--- src/rtl/key_scan_pkg.sv ---
// Shared keypad geometry and helpers for the key_scan block.
package key_scan_pkg;

  localparam int NUM_COLS = 4;
  localparam int NUM_ROWS = 4;
  localparam int CODE_W   = 4;

  typedef logic [CODE_W-1:0] code_t;

  function automatic logic [NUM_COLS-1:0] col_drive(input logic [1:0] c);
    return ~(4'b0001 << c);
  endfunction

endpackage

--- src/rtl/key_debounce.sv ---
// Per-key debounce counter: counts consecutive disagreeing samples.
module key_debounce #(
  parameter int DEBOUNCE_SCANS = 3
) (
  input  logic clk,
  input  logic reset,
  input  logic sample,
  input  logic closed,
  input  logic state,
  input  logic flip,
  output logic eligible
);

  localparam logic [2:0] SAT = 3'(DEBOUNCE_SCANS);

  logic [2:0] cnt;
  logic [2:0] nxt;

  always_comb begin
    nxt = cnt;
    if (closed == state) nxt = 3'd0;
    else if (cnt != SAT) nxt = cnt + 3'd1;
  end

  // SAT >= 1, so reaching it implies the sample disagrees with state
  assign eligible = sample && (nxt == SAT);

  always_ff @(posedge clk) begin
    if (reset) cnt <= 3'd0;
    else if (flip) cnt <= 3'd0;
    else if (sample) cnt <= nxt;
  end

endmodule

--- src/rtl/key_scan.sv ---
// 4x4 keypad scanner: column drive, debounce, one-at-a-time key events.
module key_scan
  import key_scan_pkg::*;
#(
  parameter int DWELL_BITS     = 16,
  parameter int DEBOUNCE_SCANS = 3
) (
  input  logic                clk,
  input  logic                reset,
  input  logic [NUM_ROWS-1:0] krow,
  output logic [NUM_COLS-1:0] kcol,
  output logic [15:0]         keys,
  output logic                ev_valid,
  input  logic                ev_ready,
  output code_t               ev_code,
  output logic                ev_press
);

  localparam int CW = DWELL_BITS + 2;

  logic [NUM_ROWS-1:0] sync1, sync2;
  logic [CW-1:0]       cnt, cnt_nxt;
  logic [1:0]          col, col_nxt;
  logic                sample;
  logic [15:0]         elig, flip;
  logic                any, go;
  code_t               sel;

  assign cnt_nxt = cnt + CW'(1);
  assign col     = cnt[CW-1 -: 2];
  assign col_nxt = cnt_nxt[CW-1 -: 2];
  assign sample  = &cnt[DWELL_BITS-1:0];

  always_ff @(posedge clk) begin
    if (reset) begin
      sync1 <= '1;
      sync2 <= '1;
      cnt   <= '0;
      kcol  <= col_drive(2'd0);
    end else begin
      sync1 <= krow;
      sync2 <= sync1;
      cnt   <= cnt_nxt;
      kcol  <= col_drive(col_nxt);
    end
  end

  for (genvar c = 0; c < NUM_COLS; c++) begin : g_col
    for (genvar r = 0; r < NUM_ROWS; r++) begin : g_row
      key_debounce #(
        .DEBOUNCE_SCANS(DEBOUNCE_SCANS)
      ) u_deb (
        .clk     (clk),
        .reset   (reset),
        .sample  (sample && (col == 2'(c))),
        .closed  (~sync2[r]),
        .state   (keys[c*NUM_ROWS+r]),
        .flip    (flip[c*NUM_ROWS+r]),
        .eligible(elig[c*NUM_ROWS+r])
      );
    end
  end

  // only one column is sampled at a time, so lowest index = lowest row
  always_comb begin
    any = 1'b0;
    sel = '0;
    for (int i = 15; i >= 0; i--) begin
      if (elig[i]) begin
        any = 1'b1;
        sel = code_t'(i);
      end
    end
  end

  assign go   = any && (!ev_valid || ev_ready);
  assign flip = go ? (16'd1 << sel) : 16'd0;

  always_ff @(posedge clk) begin
    if (reset) begin
      keys     <= '0;
      ev_valid <= 1'b0;
      ev_code  <= '0;
      ev_press <= 1'b0;
    end else begin
      keys <= keys ^ flip;
      if (go) begin
        ev_valid <= 1'b1;
        ev_code  <= sel;
        ev_press <= ~keys[sel];
      end else if (ev_ready) begin
        ev_valid <= 1'b0;
      end
    end
  end

endmodule
--- config.mk ---
export PLATFORM = sky130hd
export DESIGN_NAME = key_scan
export DESIGN_NICKNAME = d
export VERILOG_FILES = /design/src/rtl/key_scan_pkg.sv /design/src/rtl/key_debounce.sv /design/src/rtl/key_scan.sv
export SDC_FILE = /design/constraint.sdc
export NUM_CORES = 1
export LEC_CHECK = 0
export BUFFER_PORTS_ARGS = -buffer_cell sky130_fd_sc_hd__buf_2
export CAP_MARGIN = 20
export CORE_MARGIN = 2
export CORE_UTILIZATION = 55
export CTS_BUF_LIST = sky130_fd_sc_hd__clkbuf_8 sky130_fd_sc_hd__clkbuf_16
export DETAILED_ROUTE_END_ITERATION = 7
export PLACE_DENSITY = 0.73
export REMOVE_ABC_BUFFERS = 1
export SKIP_CTS_REPAIR_TIMING = 1
export SYNTH_ARGS = -nofsm -noshare
export SYNTH_HDL_FRONTEND = slang
export SYNTH_SLANG_ARGS = --single-unit
--- constraint.sdc ---
create_clock -name clk -period 3.64 [get_ports clk]
set_clock_uncertainty 0.05 [all_clocks]
set_input_delay 0.546 -clock clk [delete_from_list [all_inputs] [get_ports clk]]
set_output_delay 0.546 -clock clk [all_outputs]
set_load 0.05 [all_outputs]
### Word level (Yosys, flattened, before mapping)

Cells that the tools add are included.

* reductions and logical operators: 42
* add/sub/neg operators: 17
* multipliers: 0
* divide/modulo/power cells: 0
* mux-type cells: 69
* shifts and indexed selects: 2
* magnitude comparators: 1
* bitwise operators: 7
* eq/ne operators: 51

Operator list (number)
* $mux W3: 32
* $mux W4: 16
* $add A3 B1 Y3 const B: 16
* $eq A3 B2 Y1 const B: 16
* $ne A3 B2 Y1 const B: 16
* $reduce_or A2 Y1: 16
* $logic_and A1 B1 Y1: 21
* $mux W1: 19
* $add A18 B1 Y18 const B: 1
* $eq A1 B1 Y1: 16
* $mux W16: 1
* $reduce_and A16 Y1: 1
* $shl A1 B4 Y16 const A: 1
* $xor A16 B16 Y16: 1
* $lt A4 B5 Y1 const B: 1
* $not A1 Y1: 5
* $bmux W1 S4: 1
* $eq A2 B2 Y1 const B: 2
* $not A4 Y4: 1
* $shl A1 B2 Y4 const A: 1
* $eq A2 B1 Y1 const B: 1
* $logic_not A2 Y1: 1
* $reduce_bool A2 Y1: 1
* $logic_not A1 Y1: 1
* $logic_or A1 B1 Y1: 1

* latch bits: 0
* bits in registers: 100
* memory bits (read-only): 0
* bits in writable memories: 0
* memories kept: 0

### Depth between registers and ports, before layout

* word-level depth: 24
* mapped depth: 11
* mapped depth without buffers: 10

### Cells and area by module

From an unflattened synthesis, not the netlist that was laid out.

* cell total of the unflattened synthesis: 668
* area, all modules: 5585.4 µm²

By module, submodules not included
* key_debounce: area an instance 195.2 µm², times used 16, cells an instance 24
* key_scan: area an instance 2462.4 µm², times used 1, cells an instance 284

### Least setup slack after synthesis

OpenSTA, ideal clock, no wires.

* path kind: register to register
* start: register g_col[2].g_row[1].u_deb.cnt[0]
* end: register g_col[3].g_row[3].u_deb.cnt[2]
* stages on the path, launching flop included: 11
* setup time: 116 ps
* setup slack: 638 ps
* arrival: 2837 ps
* required time: 3474 ps
* cells stage by stage: dfxtp_1 -> ha_1 -> or4b_1 -> a31oi_1 -> a31oi_1 -> or3_1 -> a211oi_4 -> buf_6 -> o211ai_1 -> nor2b_1 -> and3_1

* longest elaborated chain between the ends: 18
* elaborated cells between the ends (all ways): 30
* those cells by class: 1 x add/sub; 2 x eq/ne; 1 x shift; 23 x mux; 3 x reduce/logical

Ends and longest elaborated chain
* start: declaration: RTL line key_debounce.sv:16 `logic [2:0] cnt;`
* start signal: assignment: RTL line key_debounce.sv:31 `else if (sample) cnt <= nxt;`
* $add A3 B1 Y3 / $ne A3 B2 Y1 (equally long branches): RTL line key_debounce.sv:22 `else if (cnt != SAT) nxt = cnt + 3'd1;`
* $mux W3 (*): RTL line key_debounce.sv:22
* $mux W3 (*): RTL line key_debounce.sv:21 `if (closed == state) nxt = 3'd0;`
* $eq A3 B2 Y1 (*): RTL line key_debounce.sv:26 `assign eligible = sample && (nxt == SAT);`
* $logic_and A1 B1 Y1 (*): RTL line key_debounce.sv:26
* $mux W4 / $mux W1 (equally long branches) (10 in a row): RTL line key_scan.sv:69 `if (elig[i]) begin`
* $shl A1 B4 Y16 / $logic_and A1 B1 Y1 (equally long branches): RTL line key_scan.sv:77, key_scan.sv:76
* $mux W16 (*): RTL line key_scan.sv:77 `assign flip = go ? (16'd1 << sel) : 16'd0;`
* $reduce_or A2 Y1 (no source line) (*)
* end signal: assignment: RTL line key_debounce.sv:31
* end: declaration: RTL line key_debounce.sv:16

Mark *: on every way between the ends. The rest lies on a longest branch, timed or not.
A chain may end at the register's enable or synchronous reset.

### Final worst setup path

* start: register g_col[2].g_row[1].u_deb.cnt[0]
* end: register keys[6]

* longest elaborated chain between the ends: 18
* elaborated cells between the ends (all ways): 30
* those cells by class: 1 x add/sub; 2 x eq/ne; 1 x shift; 23 x mux; 1 x bitwise; 2 x reduce/logical

Ends and longest elaborated chain
* $add A3 B1 Y3 / $ne A3 B2 Y1 (equally long branches): RTL line key_debounce.sv:22
* $mux W3 (*): RTL line key_debounce.sv:22
* $mux W3 (*): RTL line key_debounce.sv:21
* $eq A3 B2 Y1 (*): RTL line key_debounce.sv:26
* $logic_and A1 B1 Y1 (*): RTL line key_debounce.sv:26
* $mux W4 / $mux W1 (equally long branches) (10 in a row): RTL line key_scan.sv:69
* $shl A1 B4 Y16 / $logic_and A1 B1 Y1 (equally long branches): RTL line key_scan.sv:77, key_scan.sv:76
* $mux W16 (*): RTL line key_scan.sv:77
* $xor A16 B16 Y16 (*): RTL line key_scan.sv:86 `keys <= keys ^ flip;`
* end signal: assignment: RTL line key_scan.sv:86
* end: declaration: RTL line key_scan.sv:12 `output logic [15:0] keys,`

Marked as above.

==> metrics.md <==
| Metric | Value |
|---|---|
| Global-route usage over all layers | 25.2% |
| Global routing usage on met2 | approximately two fifths |
| Pre-CTS setup slack | around 220 ps |
| Post-route ant nets | 0 |
| Status | finished, final reports clean |
| Area Overhead vs Synth | 7.82% |
| Clock Latency Late Sink | ~370 ps |
| Syn_area_per_cell | approximately 8.5 um2 |
| Placed cell areas | around 6000 um2 |
| Synth Register Bits | 100 |
| F_max | a little under 300 MHz |
| Crit start category | flop |
| Worst Path Arrival | about 3600 ps |
| Clock power frac | between 30 and 40% |
| # H-tree levels | 3 |
| Setup TNS | 0 ps |
| IO buf count | 32 |
| Non-Filler Instances | ~850 |
| Slew of the pin with the lowest slew margin | roughly 950 ps |
| Worst hold path type | in2reg |
| Fin Hold WS | ~310 ps |
| Sink Count | 100 |
| Comb pwr share | between 2 and 3% |
| Crit path time final | approximately 3500 ps |
| Post-synth EDFFs | 0 |
| Vias/cell | about 6.0 |
| DP Cell Count | 831 |
| Final RePlAce weighted congestion | just under 1 |
| Pre-antenna DRT Iters | 7 |
| Sequential Power Share | around 60% |
| Synth top area cells | dfxtp_1 35%, nor2_1 4.9%, xor2_1 4.9%, xnor2_1 4.7%, ha_1 3.7% |
| Leakage power | approximately 2.3 nW |
| RSZ-0062 raised after global routing | no |
| Nets | between 700 and 800 |
| Met3 Resource Use GR | 4.48% |
| Final Setup Violations | 0 |
| Max-cap violations | 0 |
| Die X | 106 um |
| Fillers | 909 |
| Power, Total | ~1.8 mW |
| DIE AREA | roughly 11000 um2 |
| Dpl hpwl | approximately 10 mm |
| Starting density of the core | between 50% and 60% |
| Final worst setup slack | roughly 190 ps |
| Vert. Die Dim | approximately 110 um |
| Clock-pin slew on the worst setup and hold paths | 100 ps |
| Via count | between 5000 and 6000 |
| Mapped cell area | 5760 um2 |
| Root buf cell | clkbuf_8 |
| Largest fanout on the critical path | 14 |
| Post-synth ARST share | 0% |
| Core Rows | 37 |
| Maximum VDD drop | ~0.23 mV |
| Wire length of the first global-routing pass | roughly 23 mm |
| IO Count | 33 |
| Type of destination of the critical path | flop |
| Max clock buf depth | 2 |
| Final antenna diode count | 0 |
| Crit-path slowest cell | a211oi_4 |
| Leading area contributor after synthesis | dfxtp_1 |
| Most common cell after layout, fill and taps aside | dfxtp_1 |
| Core Area | slightly above 10000 um2 |
| Initial DRC count | between 300 and 400 |
| Main synth FF type | dfxtp_1 |
| DRT Wirelength | 13.7 mm |
| Layout cells sized above 1 | 13.5% |
| Vias in the first global route | 4751 |
| Num CTS Buffers | 9 |
| GR Overflow Total | 0 |
| Yosys cell types | 65 |
| Sequential area share after synthesis | 34.8% |
| Largest net degree at the start of global routing | 54 |
| Slew HR | 36.7% |
| Psw | roughly 0.42 mW |
| Slowest cell delay on critical path | roughly 730 ps |
| Critical path, cell by cell | ha_1 -> or4b_1 -> a31oi_1 -> a31oi_1 -> or3_1 -> a211oi_4 -> buf_4 -> nor4b_2 -> buf_4 -> xnor2_1 -> nor2_1 |
| Mapped Cells | between 600 and 700 |
| Ys Warns | 0 |
| Commonest non-fill, non-tap cells in the layout | 100 x dfxtp_1, 75 x nor2_1, 46 x nand2_1 |
| Fin area | slightly above 6000 um2 |
| Period utilization | 94.8% |
| Crit path required time | about 3800 ps |
| CTS tree | yes |
| PwrDens | between 200 and 300 nW/um2 |
| GRT Max-Usage Layer | met2 |
| Slew Viols, Final | 0 |
| DRC Markers | 0 |
| Synth top area share | a little over a third |
| Hold Vio Cnt, Final | 0 |
| Final Util | between 60% and 70% |
| Met1 Use GR | approximately 33% |
| Sw frac | between 20 and 25% |
| Initial antenna violation count | 0 |
| Critical setup path kind | reg2reg |
| P_int | between 1 and 1.5 mW |
| WL/cell | ~16 um |
-- metal layers --
layer  vias to the layer above  part of all wire (%)
met1                      2393                    44
met5                         -                     0
li1                       2490                     -
met3                        26                   6.2
met4                         0                   2.3
met2                       174                    47
-- power groups by stage --
stage	logic [mW]	registers, mW	clock network (mW)
global route	0.0600	1.11	0.740
global placement	0.0507	1.13	0
floorplan	0.0289	1.13	0
detailed placement	0.0527	1.13	0
CTS	0.0529	1.11	0.704
finish	0.0526	1.11	0.686
-- worst paths after layout --
path | start | to | slack, ps | depth (start not counted)
worst max-delay path | g_col[2].g_row[1].u_deb.cnt[0]$_SDFFE_PP0P_ | keys[6]$_SDFF_PP0_ | 190 | 11
worst min-delay path | krow[3] | sync1[3]$_SDFF_PP1_ | 310 | 2
worst max register to register | g_col[2].g_row[1].u_deb.cnt[0]$_SDFFE_PP0P_ | keys[6]$_SDFF_PP0_ | 190 | 11
worst min register to register | sync1[1]$_SDFF_PP1_ | sync2[1]$_SDFF_PP1_ | 360 | 1
-- sequential cells by signal (all words and copies together) (netlist names) --
register and cells:
kcol 4, ev_press 1, cnt 18, ev_valid 1
sync1 4, keys 16, sync2 4, ev_code 4
g_col.g_row.u_deb.cnt 48
-- worst max-delay path, delay by kind of cell (launching register included) --
kind | cells | cell delay, ps
and+or+nand+nor | 4 | 980
xor gates and xnor gates | 1 | 130
buffers and inverters | 2 | 410
DFF | 1 | 360
AOI/OAI and AO/OA | 3 | 1050
adders and majority gates | 1 | 340
-- cell usage after synthesis, types with 13 or more instances --
cell type    n
dfxtp_1    100
nor2_1      75
nand2_1     46
o21ai_0     39
xor2_1      32
xnor2_1     31
nor2b_1     27
a21oi_1     23
nand3_1     23
nor3_1      22
clkbuf_1    18
nand2b_1    18
ha_1        17
buf_4       16
and3_1      15
nand4_1     13
-- cell families after synthesis --
| logic type | count (synthesis) | synth area share, % |
|---|---|---|
| AO/OA/AOI/OAI | 138 | 15.9 |
| XOR/XNOR | 63 | 9.58 |
| adder cells (fa/ha/maj) | 17 | 3.69 |
| buffers and inverters | 46 | 4.24 |
| flip-flops | 100 | 34.8 |
| multiplexers | 12 | 2.15 |
| AND/OR/NAND/NOR | 305 | 29.6 |
-- cell type report --
class	instances	area, um2	area share (%)
clock buffers	9	124	2.00
clock inverters	7	60.1	0.968
multi-input cells	535	3510	56.6
well taps	136	170	2.74
flip-flops and latches	100	2000	32.3
inverters	8	30.0	0.484
repair buffers	52	310	5.00
No activity file was read; power rests on OpenSTA's default activity.
